<file path="src/rtl/mips_load_store_unit.sv">
// mips_load_store_unit
// ---------------------------------------------------------------------------
// Purpose:
//   Sits between the MIPS execute stage and a byte-addressed data memory.
//   Performs lb/lbu/lh/lhu/lw/sb/sh/sw. Sub-word stores are done as a
//   read-modify-write, because every memory write replaces a whole word.
//   Misaligned or out-of-range requests are rejected without touching memory.
//
// Ports:
//   clk, reset        rising-edge clock, asynchronous active-high reset
//   sig_req           start request, only looked at while idle
//   sig_we            1 = store, 0 = load
//   size              00 byte, 01 half, 10 word, 11 illegal
//   sig_unsigned      loads: 1 = zero-extend, 0 = sign-extend
//   addr              byte address of the access
//   store_data        store value, right-justified
//   load_data         extended load result, held until the next good load
//   sig_busy          high whenever the unit is not idle
//   sig_done          one-cycle pulse on successful completion
//   sig_misaligned    one-cycle pulse on a rejected request
//   mem_address       word-aligned memory address
//   mem_write_data    write word in memory byte order
//   sig_mem_read      memory read strobe
//   sig_mem_write     memory write strobe
//   mem_read_data     memory read word, valid while sig_mem_read is high
// ---------------------------------------------------------------------------
module mips_load_store_unit #(
    parameter int unsigned MEM_BYTES = 1024
) (
    input  logic        clk,
    input  logic        reset,
    input  logic        sig_req,
    input  logic        sig_we,
    input  logic [1:0]  size,
    input  logic        sig_unsigned,
    input  logic [31:0] addr,
    input  logic [31:0] store_data,
    output logic [31:0] load_data,
    output logic        sig_busy,
    output logic        sig_done,
    output logic        sig_misaligned,
    output logic [31:0] mem_address,
    output logic [31:0] mem_write_data,
    output logic        sig_mem_read,
    output logic        sig_mem_write,
    input  logic [31:0] mem_read_data
);

    typedef enum logic [2:0] {
        S_IDLE,
        S_READ,
        S_WRITE,
        S_DONE,
        S_ERR
    } state_t;

    state_t      state_q, state_d;
    logic [31:0] addr_q, addr_d;
    logic [1:0]  size_q, size_d;
    logic        we_q, we_d;
    logic        unsigned_q, unsigned_d;
    logic [31:0] storeData_q, storeData_d;
    logic [31:0] merged_q, merged_d;
    logic [31:0] loadData_q, loadData_d;

    logic [2:0]  reqBytes;
    logic [32:0] reqEnd;
    logic        reqError;
    logic [7:0]  rdByte;
    logic [15:0] rdHalf;
    logic [31:0] loadExt;
    logic [31:0] mergedSub;

    // Request checking on the live inputs, so the decision is made in the
    // same cycle the request is accepted. The end address is formed one bit
    // wider so that addresses near 2^32 cannot wrap into range.
    always_comb begin
        reqBytes = 3'd1;
        case (size)
            2'b01:   reqBytes = 3'd2;
            2'b10:   reqBytes = 3'd4;
            default: reqBytes = 3'd1;
        endcase
        reqEnd   = {1'b0, addr} + {30'd0, reqBytes};
        reqError = (size == 2'b11)
                 || (size == 2'b01 && addr[0])
                 || (size == 2'b10 && addr[1:0] != 2'b00)
                 || (reqEnd > 33'(MEM_BYTES));
    end

    // Big-endian view of the read word: byte offset 0 lives in [31:24].
    // Builds both the extended load value and the merged word for sb/sh.
    always_comb begin
        rdByte = 8'h00;
        case (addr_q[1:0])
            2'd0: rdByte = mem_read_data[31:24];
            2'd1: rdByte = mem_read_data[23:16];
            2'd2: rdByte = mem_read_data[15:8];
            2'd3: rdByte = mem_read_data[7:0];
        endcase
        rdHalf = addr_q[1] ? mem_read_data[15:0] : mem_read_data[31:16];

        loadExt = mem_read_data;
        if (size_q == 2'b00) begin
            loadExt = unsigned_q ? {24'd0, rdByte} : {{24{rdByte[7]}}, rdByte};
        end else if (size_q == 2'b01) begin
            loadExt = unsigned_q ? {16'd0, rdHalf} : {{16{rdHalf[15]}}, rdHalf};
        end

        mergedSub = mem_read_data;
        if (size_q == 2'b00) begin
            case (addr_q[1:0])
                2'd0: mergedSub[31:24] = storeData_q[7:0];
                2'd1: mergedSub[23:16] = storeData_q[7:0];
                2'd2: mergedSub[15:8]  = storeData_q[7:0];
                2'd3: mergedSub[7:0]   = storeData_q[7:0];
            endcase
        end else if (addr_q[1]) begin
            mergedSub[15:0] = storeData_q[15:0];
        end else begin
            mergedSub[31:16] = storeData_q[15:0];
        end
    end

    // Next-state logic. Requests are only sampled in IDLE, so a request
    // arriving while busy is simply dropped. A full-word store skips the
    // read because it overwrites every byte anyway.
    always_comb begin
        state_d     = state_q;
        addr_d      = addr_q;
        size_d      = size_q;
        we_d        = we_q;
        unsigned_d  = unsigned_q;
        storeData_d = storeData_q;
        merged_d    = merged_q;
        loadData_d  = loadData_q;

        case (state_q)
            S_IDLE: begin
                if (sig_req) begin
                    addr_d      = addr;
                    size_d      = size;
                    we_d        = sig_we;
                    unsigned_d  = sig_unsigned;
                    storeData_d = store_data;
                    if (reqError) begin
                        state_d = S_ERR;
                    end else if (sig_we && size == 2'b10) begin
                        merged_d = store_data;
                        state_d  = S_WRITE;
                    end else begin
                        state_d = S_READ;
                    end
                end
            end
            S_READ: begin
                if (we_q) begin
                    merged_d = mergedSub;
                    state_d  = S_WRITE;
                end else begin
                    loadData_d = loadExt;
                    state_d    = S_DONE;
                end
            end
            S_WRITE: state_d = S_DONE;
            S_DONE:  state_d = S_IDLE;
            S_ERR:   state_d = S_IDLE;
            default: state_d = S_IDLE;
        endcase
    end

    // State and datapath registers; reset abandons any operation in flight.
    always_ff @(posedge clk or posedge reset) begin
        if (reset) begin
            state_q     <= S_IDLE;
            addr_q      <= 32'd0;
            size_q      <= 2'd0;
            we_q        <= 1'b0;
            unsigned_q  <= 1'b0;
            storeData_q <= 32'd0;
            merged_q    <= 32'd0;
            loadData_q  <= 32'd0;
        end else begin
            state_q     <= state_d;
            addr_q      <= addr_d;
            size_q      <= size_d;
            we_q        <= we_d;
            unsigned_q  <= unsigned_d;
            storeData_q <= storeData_d;
            merged_q    <= merged_d;
            loadData_q  <= loadData_d;
        end
    end

    // Strobes are decoded straight from the state register so they drop
    // the instant reset forces the state back to IDLE. The memory stores
    // [7:0] at the lowest address, hence the byte swap on write data.
    assign sig_mem_read   = (state_q == S_READ);
    assign sig_mem_write  = (state_q == S_WRITE);
    assign sig_busy       = (state_q != S_IDLE);
    assign sig_done       = (state_q == S_DONE);
    assign sig_misaligned = (state_q == S_ERR);
    assign mem_address    = {addr_q[31:2], 2'b00};
    assign mem_write_data = {merged_q[7:0], merged_q[15:8], merged_q[23:16], merged_q[31:24]};
    assign load_data      = loadData_q;

endmodule

</file>
<file path="config.mk">
export PLATFORM = sky130hd
export DESIGN_NAME = mips_load_store_unit
export DESIGN_NICKNAME = d
export VERILOG_FILES = /design/src/rtl/mips_load_store_unit.sv
export SDC_FILE = /design/constraint.sdc
export NUM_CORES = 1
export LEC_CHECK = 0
export ABC_AREA = 1
export ABC_CLOCK_PERIOD_IN_PS = 4400
export BUFFER_PORTS_ARGS = -buffer_cell sky130_fd_sc_hd__buf_2
export CAP_MARGIN = 40
export CORE_MARGIN = 10
export CORE_UTILIZATION = 50
export DETAILED_ROUTE_END_ITERATION = 8
export GPL_TIMING_DRIVEN = 0
export HOLD_SLACK_MARGIN = 0.05
export PLACE_DENSITY_LB_ADDON = 0.25
export SYNTH_ARGS = -nofsm -noshare
export SYNTH_HDL_FRONTEND = slang
export SYNTH_SLANG_ARGS = --single-unit
</file>
<file path="constraint.sdc">
create_clock -name clk -period 4.4 [get_ports clk]
set_input_delay 0.44 -clock clk [delete_from_list [all_inputs] [get_ports clk]]
set_output_delay 0.44 -clock clk [all_outputs]
set_load 0.05 [all_outputs]
</file>
==> results of run 1 <==
==> placed cells by master, fill, tap and decap left out, types with 7 or more instances in the layout <==
cell,synthesis,final
sky130_fd_sc_hd__inv_1,102,101
sky130_fd_sc_hd__ha_1,7,7
sky130_fd_sc_hd__o21a_1,8,8
sky130_fd_sc_hd__a21oi_1,111,111
sky130_fd_sc_hd__buf_2,4,205
sky130_fd_sc_hd__o22ai_1,9,9
sky130_fd_sc_hd__nand2_1,263,263
sky130_fd_sc_hd__nand3_1,73,73
sky130_fd_sc_hd__nand4_1,9,9
sky130_fd_sc_hd__o22a_1,8,8
sky130_fd_sc_hd__buf_4,32,32
sky130_fd_sc_hd__dfrtp_1,119,119
sky130_fd_sc_hd__o21ai_0,166,166
sky130_fd_sc_hd__nor2_1,105,105
sky130_fd_sc_hd__clkbuf_1,44,44
sky130_fd_sc_hd__clkbuf_16,0,17
==> kinds of logic (layout without fill, tap and decap cells) <==
| family | after synthesis | count (layout) | synth area share, % |
|---|---|---|---|
| AOI/OAI and AO/OA | 310 | 310 | 20.94 |
| and+or+nand+nor | 483 | 483 | 26.52 |
| other | 1 | 4 | 0.04820 |
| adders and majority gates | 8 | 8 | 1.383 |
| buffers and inverters | 194 | 428 | 11.55 |
| muxes | 5 | 5 | 0.7237 |
| DFF | 119 | 119 | 38.28 |
| xor gates and xnor gates | 5 | 5 | 0.5629 |
==> layer usage <==
metal / up-vias / global-route usage [%] / wire (um)
met1: 3863 / 31.83 / 11440
met3: 65 / 6.421 / 2257
met5: - / 0 / 17
li1: 4121 / - / -
met4: 2 / 13.46 / 1076
met2: 367 / 44.76 / 13640
==> metrics by stage <==
| step | cell area, um2 | setup slack, ns | TNS [ns] | power [mW] |
|---|---|---|---|---|
| floorplan | 7784 | 0.8025 | 0 | 3.454 |
| global placement | 9025 | -0.6275 | -73.09 | 4.093 |
| detailed placement | 9057 | 0.8781 | 0 | 4.122 |
| CTS | 9671 | 1.301 | 0 | 5.559 |
| global route | 9671 | 1.023 | 0 | 5.822 |
| finish | 9676 | 1.267 | 0 | 5.544 |
==> power by group through the flow <==
stage | registers (mW) | logic [mW] | clock network [mW]
after global routing | 1.69 | 2.64 | 1.49
final | 1.65 | 2.46 | 1.44
after detailed placement | 1.66 | 2.46 | 0
after floorplan | 2.61 | 0.849 | 0
after global placement | 1.65 | 2.44 | 0
after CTS | 1.64 | 2.47 | 1.44
==> Yosys cell counts (all sizes together) (6+ instances only) <==
master and count:
ha 7, dfrtp 119, nand4 10, a21oi 111, nor2 116, o22a 8
buf 45, o22ai 9, o21a 8, nor3 6, nand3 76, clkbuf 44
nand2 269, o21ai 167, inv 104
==> worst max-delay path by stage <==
stage | startpoint | end | slack [ns]
after global placement | reset | merged_q[24] | -0.63
after CTS | size[0] | merged_q[10] | 1.30
after detailed placement | size[0] | merged_q[10] | 0.88
after floorplan | reset | addr_q[0] | 0.80
final | size[0] | merged_q[10] | 1.27
after global routing | size[0] | merged_q[10] | 1.02
==> state kept, by name, indices dropped and copies added, names as in the netlist <==
signal,flops
addr_q,32
load_data,32
merged_q,32
size_q,2
state_q,3
storeData_q,16
unsigned_q,1
we_q,1
==> cell type report <==
class,instances,area [um2]
Antenna cell,2,5.005
Buffer,89,504.2
Clock buffer,17,425.4
Clock inverter,14,177.7
Fill cell,1447,5527
Inverter,105,399.1
Multi-Input combinational cell,813,3908
Sequential cell,119,2978
Tap cell,188,235.2
Timing Repair Buffer,203,1044
==> critical path, stage by stage <==
cell and delay [ns]:
sky130_fd_sc_hd__buf_2 0.12, sky130_fd_sc_hd__inv_1 0.07, sky130_fd_sc_hd__ha_1 0.29, sky130_fd_sc_hd__ha_1 0.22, sky130_fd_sc_hd__fa_1 0.42, sky130_fd_sc_hd__nand3_1 0.14, sky130_fd_sc_hd__nand2_2 0.10, sky130_fd_sc_hd__nand2_2 0.12
sky130_fd_sc_hd__nor2_4 0.07, sky130_fd_sc_hd__nand3_1 0.07, sky130_fd_sc_hd__nand2_1 0.07, sky130_fd_sc_hd__nor2_1 0.08, sky130_fd_sc_hd__nand2_1 0.06, sky130_fd_sc_hd__nor2_1 0.14, sky130_fd_sc_hd__nand2_1 0.17, sky130_fd_sc_hd__o21bai_2 0.19
sky130_fd_sc_hd__nand4_2 0.29, sky130_fd_sc_hd__buf_6 0.26, sky130_fd_sc_hd__nand2_1 0.06, sky130_fd_sc_hd__nand2_1 0.06
==> timing repair <==
| action | 4_1_cts | 5_1_grt |
|---|---|---|
| endpoints found under the setup margin | 0 | 0 |
| hold buffers | 1 | 0 |
| gates resized for setup | 0 | 0 |
| hold endpoints to repair | 41 | 0 |
==> impl.org, run 1 <==
** Floorplan
- Die height :: 144.7 um
- Area of the placeable core :: 15200 um2
- During I/O placement, the number of pins put on the boundary was 204.
- Initial Utilization :: 51.18%
- The die is 144.7 um wide.
- Number of rows in the core area :: 45
- The die covers 20950 um2.

** Timing
- Number of slew-limit violations in the final report :: 0
- The number of endpoints with negative hold slack in the final report was 0.
- Transition time of the tightest slew-check pin :: 0.6944 ns
- Remaining max-slew budget at the tightest pin :: 53.35%
- Setup-failing EPs final :: 0
- Min Clock Period, post-route :: 3.133 ns
- Timing would allow up to 0.3192 GHz.
- Clock skew after layout :: 0.008725 ns
- Worst-case hold slack :: 0.2702 ns
- Dividing the final minimum period by the clock period gives 71.20%.
- Setup repair after global routing missed its margin :: no

** GRT
- The number of antenna violations at the first check in global routing is 2.
- Residual overflow from global routing :: 0
- Number of global-route vias before repair :: 8375
- Wire length of the first global-routing pass :: 43950 um
- GRT Overall Usage :: 26.90%
- Pin count of the biggest net entering global routing :: 79

** Pwr
- Maximum vdd ir drop :: 342.7 uV
- Gate power share :: 44.4%
- In this run the power spent charging and discharging nets is 2.623 mW.
- In this run, the clock network consumes 25.9% of the power.
- For this design the ratio of total power to cell area is 573.0 nW/um2.
- Part of the power in registers :: 29.7%
- In this run the static leakage power is 4.890 nW.
- Of the total power, the share spent switching nets is 47.31%.
- Cell internal power was estimated by the tool at 2.921 mW.

** Job
- Count of maximum capacitance violations :: 0

** Clock tree
- Clk Latency, worst-skew pair :: 0.43 ns
- Setup Fix Bufs, Post-CTS :: 0
- Level count of the clock H-tree :: 4
- For this design, the sink count on the clock tree is 119.
- In this run the deepest clock path goes through 2 buffers.
- CTS tree :: done
- The root buffer cell chosen for the clock tree is sky130_fd_sc_hd__clkbuf_16.
- TritonCTS created 17 clock buffers.
- Clock Pin Slew Worst Setup and Hold Paths :: 0.06 ns

** Yosys
- A synthesized cell averages 6.916 um2.
- Top cell type's share of synthesized area :: 38.28%
- Predominant post-synthesis flop cell :: sky130_fd_sc_hd__dfrtp_1
- Top cell type by total area after synthesis :: sky130_fd_sc_hd__dfrtp_1
- Leading cell types by total area after synthesis :: sky130_fd_sc_hd__dfrtp_1, sky130_fd_sc_hd__nand2_1, sky130_fd_sc_hd__o21ai_0
- In this run, distinct cell masters in the synthesized netlist total 39.
- Synthesis inferred 119 register bits.
- Async set or reset register ratio after synthesis :: 100.0%
- Yosys warnings :: 0
- The synthesized netlist occupies a cell area of 7780 um2.
- Sequential-to-total area share from yosys stat :: 38.28%
- Number of flops mapped to enable cells by yosys :: 0
- Post-synthesis instance total :: 1125

** Detailed routing
- Post-detailed-route count of antenna-violating nets :: 0
- After detailed routing, the number of vias per cell comes to 5.431.
- DRC violations left :: 0
- DRC violation total after the first TritonRoute iteration :: 626
- Total iterations of the first detailed-routing run :: 6
- After detailed routing, the average wire length per cell comes to 18.34 um.
- Total wire length after detailed routing :: 28430 um
- The detailed router placed 8418 vias in this run.

** Run status
- Status :: finished clean

** Min path
- Worst hold-check path type :: primary input to flip-flop
- Startpoint of the lowest-slack hold path :: addr[2]
- Worst hold stages :: 2
- End point of the worst hold path :: addr_q[2]

** Setup path
- CP max FO :: 10
- Worst-case reg-to-reg path depth :: 10
- R2R setup slack :: 1.44 ns
- Arrival time worst endpoint :: 3.44 ns
- The worst setup path is captured at a flip-flop.
- The startpoint identified for the worst register-to-register timing path is state_q[2].
- Category of the critical setup timing path :: primary input to flip-flop
- Endpoint of the most critical register-to-register path :: merged_q[10]
- Crit start category :: primary input
- At the worst endpoint, the required time is 4.70 ns.

** Place
- # placed instances :: 1516
- The wire-length estimate of the detail-placed layout is 22610 um.
- IO Port Bufs :: 201
- Final Wtd Congestion :: 1.012

** Layout
- Number of nets in the layout :: 1459
- Final non-filler cell total :: 1550
- Area growth from synthesis to layout :: 24.36%
- Final core area utilization :: 63.65%
- In the final layout, the share of cells above drive strength 1 is 22.50%.
Power figures use the tool's default switching activity.
==> run 2, diff against run 1 <==
--- a/config.mk
+++ b/config.mk
@@ -6,7 +6,7 @@
 export NUM_CORES = 1
 export LEC_CHECK = 0
 export ABC_AREA = 1
-export ABC_CLOCK_PERIOD_IN_PS = 4400
+export ABC_CLOCK_PERIOD_IN_PS = 3210
 export BUFFER_PORTS_ARGS = -buffer_cell sky130_fd_sc_hd__buf_2
 export CAP_MARGIN = 40
 export CORE_MARGIN = 10
==> constraint.sdc (replaced) <==
create_clock -name clk -period 3.21 [get_ports clk]
set_input_delay 0.321 -clock clk [delete_from_list [all_inputs] [get_ports clk]]
set_output_delay 0.321 -clock clk [all_outputs]
set_load 0.05 [all_outputs]
==> run 2 against run 1 <==
Power up 37%. Clock power up 37%. Count of clock-buffer cells in the layout up 1. Via count up 1.8%. Combinational power up 38%. Core utilization up 0.28 points. Non-clock buffer count up 2. First-iteration DRC count up 5.1%. Sequential power up 37%. Die area unchanged. Cell area up 0.44%.
==> impl.org, run 2 (synthesis gave the netlist of run 1 again) <==
** Run status
- Status :: finished clean

** Place
- Final Wtd Congestion :: 1.041
- Post-place setup slack :: -0.2342 ns
- In this run the cell area measured after placement is 9089 um2.
- After legalization and detailed placement, the total HPWL measured 22770 um.
- Buffers placed on the I/O ports in this run total 201.

** GRT
- Pin count of the biggest net entering global routing :: 38
- Number of global-route vias before repair :: 8504
- The number of antenna violations at the first check in global routing is 2.
- Global routing used 27.46% of the available tracks across all layers.
- Wire length of the first global-routing pass :: 44910 um
- Residual overflow from global routing :: 0

** Timing
- For this run, the top clock speed supported by timing is 0.3355 GHz.
- Clock skew after layout :: 0.009641 ns
- The number of endpoints with negative hold slack in the final report came to 0.
- Min Clock Period, post-route :: 2.981 ns
- Transition time of the tightest slew-check pin :: 0.7115 ns
- Setup violations remaining at the end of the flow were counted as 0.
- Setup repair after global routing missed its margin :: no
- Worst-case hold slack :: 0.1599 ns
- The count of final max-slew check failures came to 0.
- Remaining max-slew budget at the tightest pin :: 52.47%
- Worst-case setup margin in the final layout :: 0.2293 ns
- Dividing the final minimum period by the clock period gives 92.86%.

** Pwr
- In this run the power density over the cells is 784.0 nW/um2.
- Leakage power total :: 4.897 nW
- Maximum vdd ir drop :: 493.3 uV

** Detailed routing
- Post-detailed-route count of antenna-violating nets :: 0
- After detailed routing, the number of remaining DRC violations is 0.
- The final layout contains routed wiring with a total length of 28870 um.
- Using the TritonRoute via totals, the vias-per-cell ratio works out to 5.520.
- DRC violation total after the first TritonRoute iteration :: 658
- For this block, the via count after detailed routing is 8573.
- Total iterations of the first detailed-routing run :: 5
- In the final routed layout, each cell accounts on average for 18.59 um.

** Setup path
- Cell mode on critical path :: sky130_fd_sc_hd__nand2_1
- In this run the worst path has a maximum fanout of 10.
- The most critical setup path has its startpoint at size[0].
- The slowest stage of the critical path is the sky130_fd_sc_hd__fa_1 cell.
- Category of the critical setup timing path :: primary input to flip-flop
- Worst-case reg-to-reg path depth :: 10
- Largest stage delay, worst path :: 0.43 ns
- Arrival time worst endpoint :: 3.27 ns
- The worst register-to-register path ends at merged_q[15].
- Crit. End Element :: flip-flop
- Worst path required time :: 3.50 ns
- Following the worst setup path forward leads to its endpoint at merged_q[4].
- STA classifies the critical path startpoint as a primary input.
- R2r startpoint :: state_q[2]
- The worst register-to-register path has a setup slack of 0.41 ns.
- Worst-path cell chain :: buf_2, inv_1, ha_1, ha_1, fa_1, nand3_1, nand2_2, nand2_2, nor2_4, nand3_1, nand2_1, nor2_1, nand2_1, nor2_1, nand2_1, o21bai_2, nand4_4, buf_6, nand2_1, nand2_1

** Clock tree
- Clock-pin slew was measured on the worst setup and hold paths at 0.06 ns.
- Sinks on the clock net :: 119
- CTS tree :: done
- For the worst-skew pair, the clock arrives at the later sink with an insertion delay of 0.42 ns.
- Counting along the longest clock path gives a buffer depth of 2.
- After clock tree synthesis, the setup repair step added 0 buffers.
- Number of buffers inserted during clock tree synthesis :: 17
- CTS root buf :: sky130_fd_sc_hd__clkbuf_16
- Level count of the clock H-tree :: 4

** Layout
- Fillers :: 1433
- Final instance area :: 9718 um2
- For this run, the post-layout net count is 1461.
- Most frequent standard cell in the layout excluding fill and tap cells :: sky130_fd_sc_hd__nand2_1
- In the final layout, the multi-input gates occupy 3916 um2.
- Top library cells by usage in the layout, fill and taps aside :: sky130_fd_sc_hd__nand2_1, sky130_fd_sc_hd__buf_2, sky130_fd_sc_hd__o21ai_0
- Area growth from synthesis to layout :: 24.91%
- Of the cells placed in the final design, the portion with a size suffix greater than 1 is 22.60%.
- Footprint of the flip-flops and latches :: 2978 um2

** Floorplan
- Initial Utilization :: 51.18%
- The floorplan step defined a die boundary enclosing 20950 um2.
- Die height :: 144.7 um
- Top Ports :: 204
- Number of rows in the core area :: 45
- Floorplan die width :: 144.7 um
- Area of the placeable core :: 15200 um2

** Min path
- Worst hold-check path type :: primary input to flip-flop

** Job
- Across the run, the number of max-cap violations was 0.
[run 2: report_power, final]
group          total, mW  internal [mW]  leakage, nW  switching (mW)
combinational       3.39          0.813         3.15            2.58
clock               1.97           1.22        0.279           0.742
sequential          2.26           1.98         1.46           0.287
total               7.62           4.01         4.90            3.61
[run 2: layer usage]
layer	share of wire [%]	vias up	GRT usage [%]
met5	0.038	-	0
met4	3.3	2	10.69
met3	8.0	64	6.617
met2	49	400	47.13
met1	40	3987	32.41
li1	-	4120	-
[run 2: worst max-delay path: cells and delay by family]
kind | cells | cell delay (ns)
AOI/OAI and AO/OA | 1 | 0.21
adders and majority gates | 3 | 0.96
buffers and inverters | 3 | 0.39
and+or+nand+nor | 13 | 1.39
[run 2: how the worst min path moves through the flow]
stage	slack, ns	startpoint	cells past startpoint	end
2_1_floorplan	0.45	addr_q[11]	2	addr_q[11]
3_3_place_gp	0.45	merged_q[21]	2	merged_q[21]
3_5_place_dp	0.45	merged_q[3]	2	merged_q[3]
4_1_cts	0.14	addr[2]	2	addr_q[2]
5_1_grt	0.15	sig_we	2	we_q
6_report	0.16	addr[2]	2	addr_q[2]
[run 2: layout make-up]
cell class | instances | share of cell area, %
Timing Repair Buffer | 205 | 11.07
Antenna cell | 2 | 0.05150
Multi-Input combinational cell | 813 | 40.30
Clock buffer | 18 | 4.416
Tap cell | 188 | 2.421
Inverter | 105 | 4.094
Clock inverter | 14 | 1.815
Sequential cell | 119 | 30.64
Buffer | 89 | 5.189
[run 2: what timing repair did]
item | 4_1_cts | 5_1_grt
endpoints found under the hold margin | 27 | 0
hold buffers | 1 | 0
endpoints found under the setup margin | 0 | 23
resized for setup | 0 | 1
[run 2: through the flow]
stage	TNS, ns	cells	power, mW	utilization (%)
after floorplan	0	1126	4.735	-
after global placement	-5.410	1515	5.613	59.39
after detailed placement	-6.476	1518	5.661	59.79
after CTS	0	1551	7.637	63.84
after global routing	0	1551	8.001	63.89
final	0	1553	7.619	63.93
==> run 3, diff against run 2 <==
--- a/config.mk
+++ b/config.mk
@@ -6,7 +6,7 @@
 export NUM_CORES = 1
 export LEC_CHECK = 0
 export ABC_AREA = 1
-export ABC_CLOCK_PERIOD_IN_PS = 3210
+export ABC_CLOCK_PERIOD_IN_PS = 3380
 export BUFFER_PORTS_ARGS = -buffer_cell sky130_fd_sc_hd__buf_2
 export CAP_MARGIN = 40
 export CORE_MARGIN = 10
==> constraint.sdc (replaced) <==
create_clock -name clk -period 3.38 [get_ports clk]
set_input_delay 0.338 -clock clk [delete_from_list [all_inputs] [get_ports clk]]
set_output_delay 0.338 -clock clk [all_outputs]
set_load 0.05 [all_outputs]
==> run 3 against run 2 <==
Clock power decreased by 5%. Sequential share of layout area about the same. Clock skew hardly changed. Critical path type unchanged. Global-route usage stayed put. Core utilization down 0.058 points. Cell count unchanged. Non-clock buffer count stayed put. Via count about the same. Die area unchanged. Routed wire length is 0.13% higher. Largest power group unchanged.
==> impl.org, run 3 (synthesis gave the netlist of run 1 again) <==
** Layout
- Top library cells by usage in the layout, fill and taps aside :: sky130_fd_sc_hd__nand2_1, sky130_fd_sc_hd__buf_2, sky130_fd_sc_hd__o21ai_0
- Most frequent standard cell in the layout excluding fill and tap cells :: sky130_fd_sc_hd__nand2_1
- In the final design database the tool counted 1461 nets.
- After routing the design area is 9709 um2.
- Once layout is complete, the utilization of the core stands at 63.87%.
- Final non-filler cell total :: 1553
- The filler cells instantiated in the layout total 1433.
- Relative to the synthesized area, the layout overhead comes to 24.80%.
- In the final layout, the share of cells above drive strength 1 is 22.60%.

** Setup path
- Of all nets on the critical path, the largest fanout is 10.
- The worst setup path is of the primary input to flip-flop kind.
- For the worst setup path, the data arrival time is 3.39 ns.
- Data on the critical path is required at its endpoint by 3.68 ns.
- Crit start category :: primary input
- Crit. End Element :: flip-flop

** Pwr
- IR analysis of the VDD net gives a maximum drop of 468.4 uV.
- Part of the power in registers :: 29.7%
- Gate power share :: 44.5%
- Overall power of the completed layout :: 7.238 mW
- Internal power comes to 3.811 mW.
- In this run the static leakage power is 4.898 nW.
- In this run the power density over the cells is 745.4 nW/um2.
- Switching share of power :: 47.35%
- Summed over all nets, the switching power comes to 3.427 mW.
- Part of the power in the clock network :: 25.8%

** GRT
- Residual overflow from global routing :: 0
- The number of antenna violations at the first check in global routing was 2.
- GRT Overall Usage :: 27.46%
- Entering global routing, the biggest net connects 38 pins.
- Number of global-route vias before repair :: 8504
- The first global-routing pass estimated 44910 um of wire.

** Clock tree
- Bufs on Longest Clock Path :: 2
- The tree is rooted in a sky130_fd_sc_hd__clkbuf_16.
- CTS built an H-tree with a depth of 4.
- CTS tree :: done
- Number of buffers inserted during clock tree synthesis :: 17
- Sinks on the clock net :: 119
- Post-CTS sizing :: 0
- Clk Latency, worst-skew pair :: 0.42 ns
- After clock tree synthesis, the clock-pin slew on the worst setup and hold paths is 0.06 ns.

** Job
- Count of maximum capacitance violations :: 0

** Timing
- Remaining max-slew budget at the tightest pin :: 52.60%
- The clock arrives with 0.009831 ns of skew.
- The count of final max-slew check failures was 0.
- Count of final hold-check violations :: 0
- Setup repair after global routing missed its margin :: no
- Top achievable clock speed :: 0.3229 GHz
- In the final timing run, aggregate negative setup slack is 0 ns.
- The worst path needs 3.097 ns of the cycle, external delays included.
- For the pin with the worst max-slew slack, the measured transition is 0.7094 ns.
- Setup violations remaining at the end of the flow were counted as 0.
- Dividing the final minimum period by the clock period gives 91.63%.

** Detailed routing
- The count of nets left with antenna violations once routing finished came out at 0.
- The routed design uses 2238 um of met3 wire.
- After the first detailed-routing iteration, the DRC count stood at 625.
- After detailed routing, the average wire length per cell comes to 18.61 um.
- Highest layer used for signal routing :: met5
- Metal1 wirelength :: 11510 um
- Via density per instance :: 5.518
- DRC violations left :: 0
- Total wire length after detailed routing :: 28910 um
- Routed vias :: 8569
- Routed wl met2 :: 14150 um
- The first detailed-routing pass ran for 6 iterations.

** Min path
- Worst hold-check path type :: primary input to flip-flop

** Floorplan
- Area of the placeable core :: 15200 um2
- The initial utilization of the core area, before any placement, comes to 51.18%.
- Die outline area :: 20950 um2
- During I/O placement, the number of pins put on the boundary was 204.
- Floorplan die width :: 144.7 um
- The die is 144.7 um tall.
- Number of rows in the core area :: 45

** Run status
- The run finished with clean final reports.

** Place
- In this run the cell area measured after placement is 9089 um2.
- In this run, placement finished with an instance count of 1518.
- Routability-driven placement finished with a final weighted congestion of 1.041.
- Post-DP HPWL :: 22770 um
- During placement, the flow inserted port buffers numbering 201.
run 3: cell type report:
| type | instances | area, um2 | area share [%] |
|---|---|---|---|
| tap | 188 | 235.2 | 2.423 |
| buffer | 89 | 504.2 | 5.193 |
| sequential | 119 | 2978 | 30.67 |
| multi-input combinational | 813 | 3908 | 40.24 |
| inverter | 105 | 397.9 | 4.098 |
| clock inverter | 14 | 176.4 | 1.817 |
| timing repair buffer | 205 | 1076 | 11.08 |
| antenna | 2 | 5.005 | 0.05155 |
| clock buffer | 18 | 429.2 | 4.420 |
run 3: final timing paths:
| path | cells after the start | slack, ns | to | start |
|---|---|---|---|---|
| min in group asynchronous | 3 | 0.59 | addr_q[2] | reset |
| worst max-delay path | 20 | 0.28 | merged_q[4] | size[0] |
| max in group asynchronous | 5 | 1.96 | merged_q[7] | reset |
| worst min register to register | 2 | 0.46 | merged_q[3] | merged_q[3] |
| worst min-delay path | 2 | 0.17 | we_q | sig_we |
| worst max register to register | 10 | 0.60 | merged_q[15] | state_q[2] |
run 3: worst max-delay path, stage by stage:
cell and delay, ns:
sky130_fd_sc_hd__buf_2 0.12, sky130_fd_sc_hd__inv_1 0.07, sky130_fd_sc_hd__ha_1 0.30, sky130_fd_sc_hd__ha_1 0.23, sky130_fd_sc_hd__fa_1 0.43, sky130_fd_sc_hd__nand3_1 0.15
sky130_fd_sc_hd__nand2_2 0.11, sky130_fd_sc_hd__nand2_2 0.12, sky130_fd_sc_hd__nor2_4 0.07, sky130_fd_sc_hd__nand3_1 0.07, sky130_fd_sc_hd__nand2_1 0.07, sky130_fd_sc_hd__nor2_1 0.09
sky130_fd_sc_hd__nand2_1 0.06, sky130_fd_sc_hd__nor2_1 0.16, sky130_fd_sc_hd__nand2_1 0.16, sky130_fd_sc_hd__o21bai_2 0.18, sky130_fd_sc_hd__nand4_2 0.30, sky130_fd_sc_hd__buf_6 0.26
sky130_fd_sc_hd__nand2_1 0.05, sky130_fd_sc_hd__nand2_1 0.06
run 3: per-layer routing:
metal | up-vias | track usage [%]
met5 | - | 0
met3 | 70 | 6.617
met1 | 3987 | 32.41
met4 | 2 | 10.69
met2 | 381 | 47.13
li1 | 4129 | -
run 3: metrics by stage:
step           hold slack (ns)  setup WS (ns)
2_1_floorplan           0.4542         0.6160
3_3_place_gp            0.4503       -0.03148
3_5_place_dp            0.4537       -0.08115
4_1_cts                 0.1613         0.3245
5_1_grt                 0.1689         0.1167
6_report                0.1744         0.2828
run 3: power groups by stage:
stage                     Sequential, mW  Combinational [mW]  Clock [mW]
after floorplan                     3.39                1.11           0
after global placement              2.15                3.18           0
after detailed placement            2.16                3.22           0
after CTS                           2.14                3.23        1.88
after global routing                2.21                3.45        1.94
final                               2.15                3.22        1.87
run 3: repair_timing:
action,in CTS,in global routing
buffers inserted,0,0
endpoints found under the hold margin,27,0
hold buffers,1,0
